<file path="src/rtl/sqrt_result_collector.sv">
// sqrt_result_collector
// Captures each completed square-root result ({N,Sqrt}) on the Done handshake
// into a DEPTH-entry buffer. Provides a registered read port and occupancy,
// Full, Ack and sticky Overflow status.
// Build macro SQRT_CHECK_EN: when defined, a checker flags results that are not
// floor(sqrt(N)) on Err/ErrCount. When undefined, both outputs are tied low.
module sqrt_result_collector #(
    parameter int DEPTH = 16,
    parameter int AW    = 4,
    parameter int NW    = 8,
    parameter int SW    = 4
) (
    input  logic             CLK,
    input  logic             ResetN,
    input  logic             Done,
    input  logic [NW-1:0]    N,
    input  logic [SW-1:0]    Sqrt,
    input  logic             Clear,
    input  logic [AW-1:0]    RdAddr,
    output logic [NW+SW-1:0] RdData,
    output logic [AW:0]      Count,
    output logic             Full,
    output logic             Ack,
    output logic             Overflow,
    output logic             Err,
    output logic [AW:0]      ErrCount
);

    typedef enum logic [1:0] {
        S_IDLE     = 2'd0,
        S_WRITE    = 2'd1,
        S_WAIT_LOW = 2'd2,
        S_FULL     = 2'd3
    } state_t;

    localparam logic [AW:0]   FULL_CNT = (AW+1)'(DEPTH);
    localparam logic [AW-1:0] LAST_PTR = AW'(DEPTH - 1);

    state_t              state_q, state_d;
    logic [AW-1:0]       wptr_q, wptr_d;
    logic [AW:0]         count_q, count_d;
    logic [NW+SW-1:0]    hold_q, hold_d;
    logic                ovf_q, ovf_d;
    logic                done_dly_q, done_dly_d;
    logic [NW+SW-1:0]    rd_data_q, rd_data_d;
    logic                mem_we;

    logic [NW+SW-1:0]    mem [DEPTH];

    // Next-state and datapath control for the capture FSM; Clear overrides all.
    always_comb begin
        // NOTE: every variable gets a default first so no path leaves it
        // unassigned, which would otherwise infer a latch.
        state_d    = state_q;
        wptr_d     = wptr_q;
        count_d    = count_q;
        hold_d     = hold_q;
        ovf_d      = ovf_q;
        done_dly_d = Done;
        mem_we     = 1'b0;

        unique case (state_q)
            S_IDLE: begin
                if (Done) begin
                    hold_d  = {N, Sqrt};
                    state_d = S_WRITE;
                end
            end
            S_WRITE: begin
                mem_we  = 1'b1;
                wptr_d  = (wptr_q == LAST_PTR) ? '0 : wptr_q + AW'(1);
                count_d = count_q + (AW+1)'(1);
                state_d = (count_d == FULL_CNT) ? S_FULL : S_WAIT_LOW;
            end
            S_WAIT_LOW: begin
                if (!Done) begin
                    state_d = S_IDLE;
                end
            end
            S_FULL: begin
                if (Done && !done_dly_q) begin
                    ovf_d = 1'b1;
                end
            end
            default: state_d = S_IDLE;
        endcase

        // A Done level already high during Clear must not be captured later.
        if (Clear) begin
            mem_we  = 1'b0;
            wptr_d  = '0;
            count_d = '0;
            ovf_d   = 1'b0;
            state_d = Done ? S_WAIT_LOW : S_IDLE;
        end
    end

    // Masked read: addresses at or beyond the occupancy return zero.
    always_comb begin
        rd_data_d = ({1'b0, RdAddr} < count_q) ? mem[RdAddr] : '0;
    end

    // Control and status registers.
    always_ff @(posedge CLK or negedge ResetN) begin
        if (!ResetN) begin
            state_q    <= S_IDLE;
            wptr_q     <= '0;
            count_q    <= '0;
            hold_q     <= '0;
            ovf_q      <= 1'b0;
            done_dly_q <= 1'b0;
            rd_data_q  <= '0;
        end else begin
            // NOTE: sequential state uses non-blocking assignments so every
            // flop samples pre-edge values regardless of statement order.
            state_q    <= state_d;
            wptr_q     <= wptr_d;
            count_q    <= count_d;
            hold_q     <= hold_d;
            ovf_q      <= ovf_d;
            done_dly_q <= done_dly_d;
            rd_data_q  <= rd_data_d;
        end
    end

    // Result buffer write port.
    // NOTE: the array has no reset; stale contents are hidden by the
    // occupancy mask on the read path, so clearing it would buy nothing.
    always_ff @(posedge CLK) begin
        if (mem_we) begin
            mem[wptr_q] <= hold_q;
        end
    end

`ifdef SQRT_CHECK_EN
    localparam int PW = 2*SW + 1;

    logic          err_q, err_d;
    logic [AW:0]   err_cnt_q, err_cnt_d;
    logic [PW-1:0] sq_ext, n_ext, lo, hi;
    logic          bad;

    // Checks the held result against floor(sqrt(N)) during the write cycle.
    always_comb begin
        sq_ext    = PW'(hold_q[SW-1:0]);
        n_ext     = PW'(hold_q[NW+SW-1:SW]);
        lo        = sq_ext * sq_ext;
        hi        = (sq_ext + PW'(1)) * (sq_ext + PW'(1));
        bad       = !((lo <= n_ext) && (n_ext < hi));
        err_d     = err_q;
        err_cnt_d = err_cnt_q;
        if (Clear) begin
            err_d     = 1'b0;
            err_cnt_d = '0;
        end else if ((state_q == S_WRITE) && bad) begin
            err_d = 1'b1;
            if (err_cnt_q != FULL_CNT) begin
                err_cnt_d = err_cnt_q + (AW+1)'(1);
            end
        end
    end

    // Sticky error flag and saturating error counter.
    always_ff @(posedge CLK or negedge ResetN) begin
        if (!ResetN) begin
            err_q     <= 1'b0;
            err_cnt_q <= '0;
        end else begin
            err_q     <= err_d;
            err_cnt_q <= err_cnt_d;
        end
    end

    assign Err      = err_q;
    assign ErrCount = err_cnt_q;
`else
    assign Err      = 1'b0;
    assign ErrCount = '0;
`endif

    assign RdData   = rd_data_q;
    assign Count    = count_q;
    assign Full     = (count_q == FULL_CNT);
    assign Ack      = (state_q == S_WRITE) && !Clear;
    assign Overflow = ovf_q;

endmodule
</file>
<file path="config.mk">
export PLATFORM = sky130hd
export DESIGN_NAME = sqrt_result_collector
export DESIGN_NICKNAME = d
export VERILOG_FILES = /design/src/rtl/sqrt_result_collector.sv
export SDC_FILE = /design/constraint.sdc
export NUM_CORES = 1
export LEC_CHECK = 0
export ABC_AREA = 1
export CORE_UTILIZATION = 64
export DETAILED_ROUTE_END_ITERATION = 8
export PLACE_DENSITY = 0.84
export SETUP_SLACK_MARGIN = 0.2
export SYNTH_ARGS = -nofsm -noshare
export SYNTH_HDL_FRONTEND = slang
export SYNTH_SLANG_ARGS = --single-unit
</file>
<file path="constraint.sdc">
create_clock -name CLK -period 3.9 [get_ports CLK]
set_clock_uncertainty 0.15 [all_clocks]
set_input_delay 0.78 -clock CLK [delete_from_list [all_inputs] [get_ports CLK]]
set_output_delay 0.78 -clock CLK [all_outputs]
set_load 0.05 [all_outputs]
</file>
==> run summary, run 1 <==
=================================================================================
VDD IR-drop max                                                          337.5 uV
Non-filler instance count after layout                                       1017
Max-slew violations                                                             0
Leftover overflow at the end of global routing                                  0
Critical-path top delay cell                                         sky130_fd_sc_hd__clkdlybuf4s50_1
Detailed router's first-iteration violation count                             778
Critical Path Sink Type                                              primary output
Fin worst setup slack                                                    599.6 ps
Mean instance size in the synthesized netlist                           11.97 um2
Number of global-route vias before repair                                    6240
Post-DP HPWL                                                             12190 um
Required time of the critical path                                        2970 ps
Critical path start-end classification                                     in2out
Cell taking the most area after synthesis                            sky130_fd_sc_hd__edfxtp_1
Placer Congestion                                                          0.8962
Setup crit start                                                            Clear
Die Footprint                                                         0.01506 mm2
CTS buffer count                                                               22
Pre-CTS setup slack                                                      626.9 ps
Clk Tree Root Cell                                                   sky130_fd_sc_hd__clkbuf_16
Remaining routing DRC violations                                                0
Worst-case clock buffer depth                                                   3
Clock slew at reported path FFs                                             60 ps
Final critical-path share of the clock period                              84.63%
Largest net degree at the start of global routing                              98
Total via count in the routed design                                         6251
DR WL/cell                                                               20.08 um
All-layer global routing usage                                             28.57%
Initial antenna violation count                                                 0
Min-Delay Path Class                                                     in2async
Number of core rows                                                            43
Headroom to the max-slew limit                                             20.71%
Highest fanout seen on the critical path                                        9
Delay of the slowest critical-path stage                                   820 ps
Source-to-sink clock delay at the later pin of the worst-skew pair         500 ps
Count of max-cap constraint violations                                          0
Number of hold buffers added after CTS                                          0
Number of hold-slack violations in the final timing report                      0
IO Port Bufs                                                                   39
Part of the Yosys area used for sequential elements                        71.74%
Cells after synthesis                                                         779
First-pass GRT wire length                                               31750 um
Post-route total power                                                    5403 uW
Commonest cells after routing, fill and taps aside                   227 x sky130_fd_sc_hd__nand2_1, 192 x sky130_fd_sc_hd__edfxtp_1, 177 x sky130_fd_sc_hd__nand3_1
Number of top-level pins                                                       46
Unrepaired setup endpoints after global routing                             false
Layout cells sized above 1                                                 8.363%
First-pass detailed-route iteration total                                       5
Number of instances resized during post-cts repair                              0
Via-per-instance ratio                                                      6.147
Kind of start point of the critical path                                input pin
Run status                                                           finished clean
Most common cell after layout, fill and taps aside                   sky130_fd_sc_hd__nand2_1
Total Wirelength                                                         20420 um
CTS tree                                                                     done
Total Nets Final                                                              852
Total Neg Setup Slack                                                        0 ps
Cell Count Post-Placement                                                     978
Total leakage power                                                   0.003956 uW
Number of different library cells in the post-synthesis netlist                25
Number of register bits inferred by synthesis                                 229
Detail Route Antenna Nets                                                       0
Starting density of the core                                               66.43%
Sink Count                                                                    229
Post-CTS setup buffers                                                          0
PwrDens                                                              513.0 mW/mm2
Antenna diode instance count                                                    0
Setup Viol. Count Final                                                         0
H-Tree Depth                                                                    1
Yosys Warn Count                                                                0
Arrival @ worst endpoint                                                  2370 ps
Maximum achievable frequency                                           0.3030 GHz
Mapped cell area                                                     0.009328 mm2
Area post-placement                                                  0.009839 mm2
Post-route cell area                                                  0.01053 mm2
Layout area overhead                                                       12.93%
Launching point of the worst reg2reg path                                Count[2]
Area contributors post-synth                                         sky130_fd_sc_hd__edfxtp_1 62%, sky130_fd_sc_hd__dfrtp_1 9.9%, sky130_fd_sc_hd__nand3_1 9.5%
CP most frequent cell                                                sky130_fd_sc_hd__clkdlybuf4s50_1
Area of the core                                                      0.01404 mm2
Critical path, cell by cell                                          clkdlybuf4s50_1 -> nor2_2 -> clkdlybuf4s50_1
Height of the die                                                        122.7 um
Top-area cell type share of the netlist area                               61.81%
Die Width                                                                122.7 um
Measured slew at the worst slew-check pin                                 1184 ps
Min Tclk post-route                                                       3300 ps
=================================================================================
-- synth_stat cells, drive strengths merged --
cell / n
conb: 1
o22ai: 2
o21ai: 10
nor3: 6
o211ai: 1
clkbuf: 6
a21oi: 3
mux2: 12
nand3: 177
dfrtp: 37
inv: 21
buf: 41
a32o: 1
xor2: 3
ha: 10
nor2: 29
nand2: 227
edfxtp: 192
-- final timing paths --
check / end / slack, ps / cells past startpoint
max reg2reg: RdData[9] / 1530 / 5
min reg2reg: Overflow / 380 / 1
min: RdData[6] / 270 / 1
max in group asynchronous: hold_q[8] / 2730 / 1
max: Ack / 600 / 3
min in group CLK: Overflow / 380 / 1
-- registers in the layout, indices dropped and copies added, names as in the netlist --
name and flops:
state_q 2, wptr_q 4, hold_q 12, Overflow 1
mem 192, Count 5, RdData 12, done_dly_q 1
-- area by class of cell --
type / instances / area (um2)
clock buffer: 34 / 646.9
clock inverter: 5 / 47.55
fill: 835 / 3508
inverter: 21 / 81.33
multi-input combinational: 487 / 2288
sequential: 229 / 6691
tap: 180 / 225.2
timing repair buffer: 61 / 553.0
-- per-stage QoR --
| stage | utilization, % | hold slack, ps |
|---|---|---|
| after global routing | 75.02 | 337.5 |
| after CTS | 75.02 | 280.1 |
| after detailed placement | 70.07 | 356.6 |
| final | 75.02 | 272.5 |
| after floorplan | - | 334.4 |
| after global placement | 70.07 | 331.0 |
-- layer usage --
metal	GRT usage (%)	vias to the layer above	wire, um
li1	-	2792	-
met1	36.34	3027	7231
met2	48.70	375	10610
met3	4.182	57	1910
met4	13.19	0	663
met5	0	-	0
-- cell families (layout without fill, tap and decap cells) --
logic type | Yosys count | after routing | synth area share (%)
XOR/XNOR | 3 | 3 | 0.2817
other | 1 | 6 | 0.04020
flip-flops | 229 | 229 | 71.74
adder cells (fa/ha/maj) | 10 | 10 | 1.341
AND/OR/NAND/NOR | 439 | 439 | 20.15
multiplexers | 12 | 12 | 1.449
AO/OA/AOI/OAI | 17 | 17 | 1.019
buffers and inverters | 68 | 121 | 3.984
-- report_power, final --
| part | internal, uW | switching [uW] |
|---|---|---|
| combinational | 121 | 237 |
| sequential | 2850 | 172 |
| clock | 1200 | 823 |
| total | 4170 | 1230 |
-- worst max-delay path: cells and delay by family --
family	cells	cell delay [ps]
simple gates	1	200
buf+inv	2	1390
(Power assumes the default switching activity.)
==> run 2: changes to the inputs <==
CORE_UTILIZATION = 60   (was 64)
PLACE_DENSITY = 0.79   (was 0.84)
clock period = 3.05 ns   (was 3.9 ns; I/O delays follow)
==> run 2 against run 1 <==
  * Combinational power rose by 30%
  * Setup slack worse by 190 ps
  * Clock-buffer cell count is 4 lower
  * Sequential power up 28%
  * Via count down 1.9%
  * Cell count rose by 1.3%
  * Critical path depth did not move
  * Flip-flop and latch count did not move
  * Critical path type unchanged
==> run summary, run 2 (synthesized netlist as in run 1, its figures left out) <==
=================================================================================
Run status                                                           finished clean
Setup Viol. Count Final                                                         0
Number of top-level pins                                                       46
Number of instances resized during post-cts repair                              1
Number of hold-slack violations in the final timing report                      0
H-Tree Depth                                                                    1
Commonest cells after routing, fill and taps aside                   227 x sky130_fd_sc_hd__nand2_1, 192 x sky130_fd_sc_hd__edfxtp_1, 177 x sky130_fd_sc_hd__nand3_1
Arrival @ worst endpoint                                                  1880 ps
Number of core rows                                                            45
Leftover overflow at the end of global routing                                  0
Sink Count                                                                    229
Initial antenna violation count                                                 0
VDD IR-drop max                                                          547.8 uV
Remaining routing DRC violations                                                0
Min Tclk post-route                                                       2641 ps
Via-per-instance ratio                                                      5.953
Total via count in the routed design                                         6132
Number of hold buffers added after CTS                                          0
Max FFs per register                                                          192
Area of the core                                                      0.01520 mm2
Measured slew at the worst slew-check pin                                 1125 ps
Source-to-sink clock delay at the later pin of the worst-skew pair         500 ps
Detailed router's first-iteration violation count                             694
Most flops, register                                                          mem
Detail Route Antenna Nets                                                       0
Highest fanout seen on the critical path                                        9
First-pass detailed-route iteration total                                       7
Height of the die                                                        126.7 um
All-layer global routing usage                                             26.22%
CTS buffer count                                                               23
DR WL/cell                                                               19.43 um
Sequential cell area                                                 0.006691 mm2
Kind of start point of the critical path                                input pin
Count of max-cap constraint violations                                          0
IO Port Bufs                                                                   39
Largest net degree at the start of global routing                              98
Layout area overhead                                                       14.84%
Total Nets Final                                                              856
Total Neg Setup Slack                                                        0 ps
Number of global-route vias before repair                                    6114
Final critical-path share of the clock period                              86.61%
Headroom to the max-slew limit                                             24.67%
Clock slew at reported path FFs                                             60 ps
Required time of the critical path                                        2290 ps
Critical path start-end classification                                     in2out
CTS tree                                                                     done
Clk Tree Root Cell                                                   sky130_fd_sc_hd__clkbuf_16
Antenna diode instance count                                                    0
Placer Congestion                                                          0.8457
Most common cell after layout, fill and taps aside                   sky130_fd_sc_hd__nand2_1
Number of filler instances in the final layout                               1006
Min-Delay Path Class                                                     in2async
PwrDens                                                              679.8 mW/mm2
Starting density of the core                                               61.36%
Post-CTS setup buffers                                                          0
Worst-case clock buffer depth                                                   3
Maximum achievable frequency                                           0.3786 GHz
Die Footprint                                                         0.01605 mm2
Max-slew violations                                                             0
Die Width                                                                126.7 um
Post-DP HPWL                                                             12140 um
First-pass GRT wire length                                               32000 um
Total leakage power                                                   0.004028 uW
Area used by multi-input combinational logic                         0.002298 mm2
Critical Path Sink Type                                              primary output
Finished Core Util                                                         70.46%
Total Wirelength                                                         20010 um
Unrepaired setup endpoints after global routing                             false
Layout cells sized above 1                                                 9.382%
=================================================================================
==> run 2: cell types whose count changed in the layout (fill, tap and decap cells not counted), sizes merged <==
cell	previous run	this run
clkbuf	34	31
buf	25	29
bufinv	1	5
inv	21	22
clkinvlp	0	1
clkdlybuf4s50	36	34
==> run 2: metrics by stage <==
step | setup WS, ps | power (uW) | area (um2) | hold WS [ps] | instances
floorplan | 266.3 | 4145 | 9346 | 164.4 | 784
global placement | 319.1 | 4369 | 9930 | 346.5 | 989
detailed placement | 239.4 | 4395 | 9930 | 348.8 | 989
CTS | 300.5 | 7295 | 10720 | 110.9 | 1030
global route | 313.5 | 7478 | 10710 | 138.3 | 1030
finish | 408.5 | 7282 | 10710 | 60.86 | 1030
==> run 2: layout make-up <==
class,count,area share (%)
repair buffers,64,5.770
multi-input cells,487,21.46
inverters,21,0.7593
well taps,188,2.196
clock inverters,11,1.729
clock buffers,30,5.619
flip-flops and latches,229,62.47
==> run 2: path summary, 6_finish.rpt <==
| check | startpoint | end | slack, ps | cells past startpoint |
|---|---|---|---|---|
| setup / recovery | Clear | Ack | 410 | 3 |
| hold / removal | ResetN | RdData[5] | 60 | 1 |
| setup reg to reg | Count[2] | RdData[1] | 770 | 5 |
| hold reg to reg | Overflow | Overflow | 360 | 1 |
| max in group asynchronous | ResetN | hold_q[6] | 2110 | 1 |
| min in group CLK | Overflow | Overflow | 360 | 1 |
==> run 2: critical path, stage by stage <==
cell	delay (ps)
sky130_fd_sc_hd__clkdlybuf4s50_1	600
sky130_fd_sc_hd__nor2_2	470
sky130_fd_sc_hd__buf_12	200
==> run 2: metal layers <==
layer / track usage (%) / routed length (um) / part of all wire, %
met2: 44.46 / 10060 / 50
met3: 3.922 / 1407 / 7.0
met5: 0 / 0 / 0
met4: 10.57 / 582 / 2.9
met1: 34.51 / 7960 / 40
==> run 2: where the power goes <==
part	internal, uW	switching (uW)
logic	162	302
registers	3640	229
clock network	1820	1130
total	5620	1660
==> run 3: changes to the inputs <==
CAP_MARGIN = 20   (was not set)
==> run 3 against run 2 <==
  * Die area is the same
  * Fmax fell by 0.21%
  * Combinational power barely moved
  * Via count shrank 0.21%
  * Clock-buffer cell count is the same
  * Total power hardly changed
  * Critical endpoint unchanged
==> run summary, run 3 (synthesized netlist as in run 1, its figures left out) <==
=================================================================================
All-layer global routing usage                                             26.22%
Unrepaired setup endpoints after global routing                             false
Post-DP HPWL                                                             12140 um
First-pass detailed-route iteration total                                       5
Layout cells sized above 1                                                 9.490%
Min-Delay Path Class                                                     in2async
First-pass GRT wire length                                               32000 um
Source-to-sink clock delay at the later pin of the worst-skew pair         500 ps
Arrival @ worst endpoint                                                  1890 ps
Worst-case clock buffer depth                                                   3
Headroom to the max-slew limit                                             41.34%
Kind of start point of the critical path                                input pin
Highest fanout seen on the critical path                                        9
Height of the die                                                        126.7 um
Run status                                                           finished clean
Number of global-route vias before repair                                    6114
IO Port Bufs                                                                   39
Area of the core                                                      0.01520 mm2
Leftover overflow at the end of global routing                                  0
Die Width                                                                126.7 um
Min Tclk post-route                                                       2647 ps
Maximum achievable frequency                                           0.3778 GHz
Required time of the critical path                                        2290 ps
Setup Viol. Count Final                                                         0
Critical Path Sink Type                                              primary output
Measured slew at the worst slew-check pin                                879.8 ps
Placer Congestion                                                          0.8457
Number of filler instances in the final layout                               1004
Commonest cells after routing, fill and taps aside                   227 x sky130_fd_sc_hd__nand2_1, 192 x sky130_fd_sc_hd__edfxtp_1, 177 x sky130_fd_sc_hd__nand3_1
Total Nets Final                                                              857
Largest net degree at the start of global routing                              98
Number of core rows                                                            45
Number of hold buffers added after CTS                                          0
PwrDens                                                              679.7 mW/mm2
Final critical-path share of the clock period                              86.79%
Non-filler instance count after layout                                       1031
Max-slew violations                                                             0
Antenna diode instance count                                                    0
Layout area overhead                                                       14.92%
Most flops, register                                                          mem
Starting density of the core                                               61.36%
VDD IR-drop max                                                          547.6 uV
Detailed router's first-iteration violation count                             673
Initial antenna violation count                                                 0
CTS buffer count                                                               23
Clock slew at reported path FFs                                             60 ps
Clk Tree Root Cell                                                   sky130_fd_sc_hd__clkbuf_16
Number of instances resized during post-cts repair                              1
Detail Route Antenna Nets                                                       0
Total via count in the routed design                                         6119
Remaining routing DRC violations                                                0
Post-CTS setup buffers                                                          0
DR WL/cell                                                               19.40 um
H-Tree Depth                                                                    1
Count of max-cap constraint violations                                          0
Total leakage power                                                   0.004033 uW
Number of top-level pins                                                       46
Number of hold-slack violations in the final timing report                      0
CTS tree                                                                     done
Sink Count                                                                    229
Max FFs per register                                                          192
Via-per-instance ratio                                                      5.935
Critical path start-end classification                                     in2out
Total Wirelength                                                         20010 um
Sequential cell area                                                 0.006691 mm2
Most common cell after layout, fill and taps aside                   sky130_fd_sc_hd__nand2_1
Total Neg Setup Slack                                                        0 ps
Die Footprint                                                         0.01605 mm2
Area used by multi-input combinational logic                         0.002298 mm2
Cell Count Post-Placement                                                     989
=================================================================================
run 3: cell count changes in the layout (fill, tap and decap cells not counted):
cell and change:
sky130_fd_sc_hd__buf_4 +1
run 3: final cells by class:
type                            count  area share (%)
Sequential cell                   229           62.43
Multi-Input combinational cell    487           21.44
Inverter                           21          0.7587
Clock inverter                     11           1.728
Tap cell                          188           2.194
Timing Repair Buffer               65           5.836
Clock buffer                       30           5.615
run 3: per-stage QoR:
step	util [%]	worst slack [ps]	cell area, um2	power (uW)	hold slack (ps)
finish	70.51	403.1	10720	7286	61.88
global route	70.51	313.5	10720	7481	138.3
CTS	70.49	300.5	10720	7295	110.9
detailed placement	65.32	239.4	9930	4395	348.8
global placement	65.32	319.1	9930	4369	346.5
floorplan	-	266.3	9346	4145	164.4
run 3: layer usage:
layer / track usage (%) / vias to the layer above / share of wire, %
li1: - / 2811 / -
met3: 3.922 / 53 / 7.4
met2: 44.46 / 308 / 50
met1: 34.51 / 2947 / 40
met4: 10.57 / 0 / 2.8
met5: 0 / - / 0
run 3: path summary, 6_finish.rpt:
path	from	slack, ps	to	cells after the start
worst min register to register	Overflow	360	Overflow	1
worst min-delay path	ResetN	60	RdData[9]	1
worst max-delay path	Clear	400	Ack	3
worst max register to register	state_q[1]	1130	mem[6][10]	6
max in group asynchronous	ResetN	2110	hold_q[6]	1
min in group CLK	Overflow	360	Overflow	1
run 3: worst max-delay path: stages:
cell                              delay, ps
sky130_fd_sc_hd__clkdlybuf4s50_1        600
sky130_fd_sc_hd__nor2_2                 470
sky130_fd_sc_hd__buf_12                 200
run 3: power breakdown:
group	total [uW]	leakage, uW	switching, uW	internal [uW]
clock	2950	0.000377	1130	1820
combinational	466	0.00145	303	163
sequential	3870	0.00220	229	3640
total	7290	0.00403	1660	5620
